===== config.mk =====
export PLATFORM = sky130hd
export DESIGN_NAME = alu_share_arbiter
export DESIGN_NICKNAME = d
export VERILOG_FILES = /design/src/rtl/alu_share_arbiter.sv
export SDC_FILE = /design/constraint.sdc
export NUM_CORES = 1
export LEC_CHECK = 0
export CORE_MARGIN = 8
export CORE_UTILIZATION = 40
export DETAILED_ROUTE_END_ITERATION = 6
export HOLD_SLACK_MARGIN = 0.08
export PLACE_DENSITY = 0.81
export SLEW_MARGIN = 5
export SYNTH_ARGS = -nofsm -noshare
export SYNTH_HDL_FRONTEND = slang
export SYNTH_SLANG_ARGS = --single-unit

===== constraint.sdc =====
create_clock -name clk -period 2.3 [get_ports clk]
set_input_delay 0.46 -clock clk [delete_from_list [all_inputs] [get_ports clk]]
set_output_delay 0.46 -clock clk [all_outputs]
set_load 0.01 [all_outputs]

===== src/rtl/alu_share_arbiter.sv =====
// Round-robin arbiter sharing one combinational ALU/flag unit between two requesters.
// Define ALU_ARB_B2B_EN to let a waiting requester be granted straight out of RESP.
module alu_share_arbiter #(
    parameter int WIDTH = 16,
    parameter int FLAGW = 5
) (
    input  logic             clk,
    input  logic             rst,
    input  logic [1:0]       req,
    input  logic [WIDTH-1:0] a0,
    input  logic [WIDTH-1:0] b0,
    input  logic [1:0]       op0,
    input  logic [WIDTH-1:0] a1,
    input  logic [WIDTH-1:0] b1,
    input  logic [1:0]       op1,
    output logic [WIDTH-1:0] alu_a,
    output logic [WIDTH-1:0] alu_b,
    output logic [1:0]       alu_ctrl,
    input  logic [WIDTH-1:0] alu_result,
    input  logic [FLAGW-1:0] alu_flags,
    output logic [1:0]       ack,
    output logic [WIDTH-1:0] rdata,
    output logic [FLAGW-1:0] rflags,
    output logic             busy,
    output logic             gnt_id
);

    typedef enum logic [1:0] {
        IDLE,
        EXEC,
        RESP
    } state_t;

    state_t state, next_state;
    logic   ptr;
    logic   winner;
    logic   load;
    logic   load_id;

    // Sole requester wins outright; on contention the round-robin pointer decides.
    always_comb begin
        winner = ptr;
        if (req == 2'b01) begin
            winner = 1'b0;
        end else if (req == 2'b10) begin
            winner = 1'b1;
        end
    end

    always_comb begin
        next_state = state;
        load       = 1'b0;
        load_id    = winner;
        case (state)
            IDLE: begin
                if (req != 2'b00) begin
                    load       = 1'b1;
                    load_id    = winner;
                    next_state = EXEC;
                end
            end
            EXEC: begin
                next_state = RESP;
            end
            RESP: begin
                next_state = IDLE;
`ifdef ALU_ARB_B2B_EN
                // The other requester is waiting: hand it the ALU without an idle bubble.
                if (req[~gnt_id]) begin
                    load       = 1'b1;
                    load_id    = ~gnt_id;
                    next_state = EXEC;
                end
`endif
            end
            default: begin
                next_state = IDLE;
            end
        endcase
    end

    always_ff @(posedge clk or posedge rst) begin
        if (rst) begin
            state <= IDLE;
        end else begin
            state <= next_state;
        end
    end

    // Operands are captured once per grant so requesters may change them afterwards.
    always_ff @(posedge clk or posedge rst) begin
        if (rst) begin
            alu_a    <= '0;
            alu_b    <= '0;
            alu_ctrl <= '0;
            gnt_id   <= 1'b0;
            rdata    <= '0;
            rflags   <= '0;
            ptr      <= 1'b0;
        end else begin
            if (load) begin
                alu_a    <= load_id ? a1 : a0;
                alu_b    <= load_id ? b1 : b0;
                alu_ctrl <= load_id ? op1 : op0;
                gnt_id   <= load_id;
            end
            if (state == EXEC) begin
                rdata  <= alu_result;
                rflags <= alu_flags;
            end
            if (state == RESP) begin
                ptr <= ~gnt_id;
            end
        end
    end

    assign ack  = (state == RESP) ? (gnt_id ? 2'b10 : 2'b01) : 2'b00;
    assign busy = (state != IDLE);

endmodule


# Yosys cells after proc, flatten, opt, wreduce, memory -nomap -nowiden
# Cells that the tools add are included.
dict set report word_totals {
  ff_bits 59
  inputBits 93
  output_inout_bits 59
  wordCells 28
}
dict set report classes {
  n_eq_ne 5
  mux 11
  bitwise_logic 1
  reduce_logical 3
}
# op n
set ops {}
lappend ops {{$mux W16} 2}
lappend ops {{$mux W2} 4}
lappend ops {{$eq A2 B1 Y1 const B} 2}
lappend ops {{$eq A2 B2 Y1 const B} 2}
lappend ops {{$mux W1} 4}
lappend ops {{$pmux W2 S2} 1}
lappend ops {{$reduce_bool A2 Y1} 2}
lappend ops {{$logic_not A2 Y1} 1}
lappend ops {{$ne A2 B2 Y1 const B} 1}
lappend ops {{$not A1 Y1} 1}

# Logic depth before layout (Yosys ltp)
dict set report logic_depth {
  depth_word 4
  mapped_depth 5
  mapped_depth_nobuf 4
}

# Least setup slack after synthesis
# Ideal clock, no wire load.
dict set report synth_path {
  kind {reg2out}
  start {reg state[0]}
  end {out busy}
  arrival_time_ps 787
  required_ps 1840
  setup_slack_ps 1053
  stages_incl_launch_ff 4
  n_path_buf 1
  cell_sequence {dfrtp_1 nor2_4 inv_2 buf_2}
}
dict set report synth_between {
  elab_chain_len 1
}
# element line_no
set synth_rtl {}
lappend synth_rtl {{from (decl)} 34} ;# state_t state, next_state;
lappend synth_rtl {{from (signal assigned)} 86} ;# state <= next_state;
lappend synth_rtl {{$reduce_bool A2 Y1} 118} ;# assign busy = (state != IDLE);
lappend synth_rtl {{to (decl)} 24} ;# output logic busy,
# No other way between the ends.

# Worst setup path after layout
dict set report layout_path {
  start {reg state[0]}
  end {out ack[1]}
}
dict set report layout_between {
  elab_chain_len 2
}
# element line_no
set layout_rtl {}
lappend layout_rtl {{$eq A2 B2 Y1} 117} ;# assign ack = (state == RESP) ? (gnt_id ? 2'b10 : 2'b01) : 2'b00;
lappend layout_rtl {{$mux W2} 117}
lappend layout_rtl {{to (decl)} 21} ;# output logic [1:0] ack,
# No other way between the ends.

==> impl_metrics.toml <==
[floorplanning]
placementRows = 31
ports = 152
floorplan.die.width_um = 102
initial_utilization = 0.407
die_area_um2 = 10300
die_height_um = 102
placeable_core_area_um2 = 7180

[route]
detail-route-antenna-nets = 0
drt-total-wl_um = 10100
drt_first_iter_violations = 136
routed_via_density = 5.84
vias = 2979
drc_violations_left = 0
avgRoutedWirePerCell_um = 19.7
drt_pre_antenna_iters = 4

[sta]
timing.final.setup_violations = 0
rsz0062_at_grt = "no"
final_period_minus_worst_setup_slack_ns = 2.09
final.setup_skew_ns = 0.0101
report.final.hold_viol_count = 0
timing.final.crit_share = 0.909
worstMarginPinSlew_ns = 0.685
final_max_slew_viol_count = 0
fin_setup_tns_ns = 0
fin_ws_ns = 0.209
maxClockFrequency_ghz = 0.478
slew-limit-headroom = 0.544

[placed_design]
dp_hpwl_um = 6990
placement.io_buffers = 151
placement_stage_worst_setup_slack_ns = 0.400
finalWeightedCongestion = 0.736

[worst_setup_path]
crit_start = "state[0]"
setup.worst_path.end_class = "primary output"
critical_path_arrival_ns = 1.63
worst_setup_path_start_kind = "register"
required_ns = 1.84
critical_path.reg2reg.startpoint = "state[0]"
worstSetupPathType = "reg -> out"
critical_path_fanouts_max = 3

[final_layout]
post_route_cells_drive_above_1_share = 0.132
area_growth_pct = 59.8
nNetsFinal = 499

[cts]
clock_tree.buffer_depth = 2
tritoncts = "yes"
post-cts-setup-buffer-count = 0
number_of_buffers_inserted_during_clock_tree_synthesis = 9
ctsResizeCount = 0
clkSinkCount = 59
worst_skew_pair.late_latency_ns = 0.33
cts.reportedPaths.clkPinSlew_ns = 0.07
cts_root_buffer = "sky130_fd_sc_hd__clkbuf_8"
cts.hold.buffers_added = 0
h-tree-depth = 3

[flow_run]
cap_violations = 0

[global_routing]
grt_overflow_total = 0
grt_antenna_before_repair = 1
grt_pass1_vias = 2988
global_route.usage.total = 0.193
grt_first_pass_wirelength_um = 15700
grt_max_degree = 70

[synthesis]
yosysWarningCount = 0
ys_seq_elements = 59
synth_nets = 362
post_synth_design_cell_area_um2 = 2920
yosysUniqueCellTypes = 18
syn_avg_cell_area_um2 = 10.9
synth_cells = 269
synth-seq-area-share = 0.505

[pwr]
total_power_mw = 5.75
power.static_leakage_nw = 1.82
worst_ir_drop_vdd_mv = 0.744
pwr_cell_area_nw_per_um2 = 1230

[status]
run_status = "completed"

[hold_path]
hold_path.class = "in -> async"
-- Yosys cell counts --
cell	instances	area [um2]
sky130_fd_sc_hd__o21ai_1	4	20.0
sky130_fd_sc_hd__a21oi_1	1	5.00
sky130_fd_sc_hd__buf_1	3	11.3
sky130_fd_sc_hd__inv_2	4	15.0
sky130_fd_sc_hd__buf_4	4	30.0
sky130_fd_sc_hd__o211ai_1	1	7.51
sky130_fd_sc_hd__clkbuf_1	11	41.3
sky130_fd_sc_hd__nand3_1	34	170
sky130_fd_sc_hd__nor2_4	2	22.5
sky130_fd_sc_hd__nand2b_1	2	12.5
sky130_fd_sc_hd__o21ai_0	31	155
sky130_fd_sc_hd__o2111ai_1	68	596
sky130_fd_sc_hd__inv_1	3	11.3
sky130_fd_sc_hd__buf_6	2	22.5
sky130_fd_sc_hd__mux2_2	21	236
sky130_fd_sc_hd__dfrtp_1	59	1480
sky130_fd_sc_hd__nor2_1	3	11.3
sky130_fd_sc_hd__buf_2	16	80.1
-- final timing paths --
kind / slack [ns] / cells past startpoint / end
worst max-delay path: 0.21 / 3 / ack[1]
worst min-delay path: 0.33 / 2 / rdata[13]
worst max register to register: 0.71 / 4 / alu_b[14]
worst min register to register: 0.49 / 2 / alu_b[10]
max in group asynchronous: 1.41 / 3 / gnt_id
min in group clk: 0.49 / 2 / alu_b[10]
-- placed cells by master (no fill, tap or decap), types with 2 or more instances in the layout --
cell type | Yosys | routed
sky130_fd_sc_hd__o21ai_0 | 31 | 31
sky130_fd_sc_hd__clkdlybuf4s50_1 | 0 | 151
sky130_fd_sc_hd__clkinvlp_4 | 0 | 2
sky130_fd_sc_hd__o21ai_1 | 4 | 4
sky130_fd_sc_hd__clkbuf_8 | 0 | 11
sky130_fd_sc_hd__nand3_1 | 34 | 34
sky130_fd_sc_hd__inv_1 | 3 | 2
sky130_fd_sc_hd__o2111ai_1 | 68 | 68
sky130_fd_sc_hd__mux2_2 | 21 | 21
sky130_fd_sc_hd__nand2b_1 | 2 | 2
sky130_fd_sc_hd__inv_2 | 4 | 5
sky130_fd_sc_hd__buf_4 | 4 | 10
sky130_fd_sc_hd__dfrtp_1 | 59 | 59
sky130_fd_sc_hd__nor2_4 | 2 | 2
sky130_fd_sc_hd__nor2_1 | 3 | 3
-- layout make-up --
| class | count | area [um2] |
|---|---|---|
| Fill cell | 560 | 2500 |
| Inverter | 7 | 26.3 |
| Sequential cell | 59 | 1480 |
| Tap cell | 99 | 124 |
| Multi-Input combinational cell | 167 | 1240 |
| Clock inverter | 4 | 50.0 |
| Timing Repair Buffer | 162 | 1610 |
| Antenna cell | 1 | 2.50 |
| Clock buffer | 11 | 151 |
-- per-layer routing --
metal / share of wire / up-vias / global-route usage
met5: 0 / - / 0
met4: 0.014 / 0 / 0.0641
met3: 0.10 / 13 / 0.0598
met2: 0.49 / 179 / 0.319
met1: 0.40 / 1435 / 0.232
li1: - / 1352 / -
-- worst max-delay path: stages, from the launching register on --
cell	delay, ns
sky130_fd_sc_hd__dfrtp_1	0.42
sky130_fd_sc_hd__nand2b_1	0.19
sky130_fd_sc_hd__nor2_1	0.13
sky130_fd_sc_hd__clkdlybuf4s50_1	0.57
-- state kept, by name, summed over array words and instances (netlist names) --
register / flops
alu_a: 16
alu_b: 16
alu_ctrl: 2
gnt_id: 1
ptr: 1
rdata: 16
rflags: 5
state: 2
-- logic make-up (layout without fill, tap and decap cells) --
kind of cell,Yosys count,in the layout,share of synthesized area
and+or+nand+nor,41,41,0.0740
DFF,59,59,0.505
other,0,1,0
AOI/OAI and AO/OA,105,105,0.268
buffers and inverters,43,184,0.0723
muxes,21,21,0.0809
-- through the flow --
stage	hold WS [ns]	instance area (um2)	util	cells
6_report	0.329	4670	0.651	510
5_1_grt	0.320	4670	0.651	510
4_1_cts	0.312	4670	0.651	509
3_5_place_dp	0.479	4470	0.623	494
3_3_place_gp	0.473	4470	0.623	494
2_1_floorplan	0.534	2920	-	269
-- power by group --
group | switching (mW) | internal (mW) | leakage [nW]
clock | 0.397 | 0.551 | 0.0974
sequential | 0.261 | 1.56 | 0.712
combinational | 1.46 | 1.52 | 1.01
(Power assumes the default switching activity.)
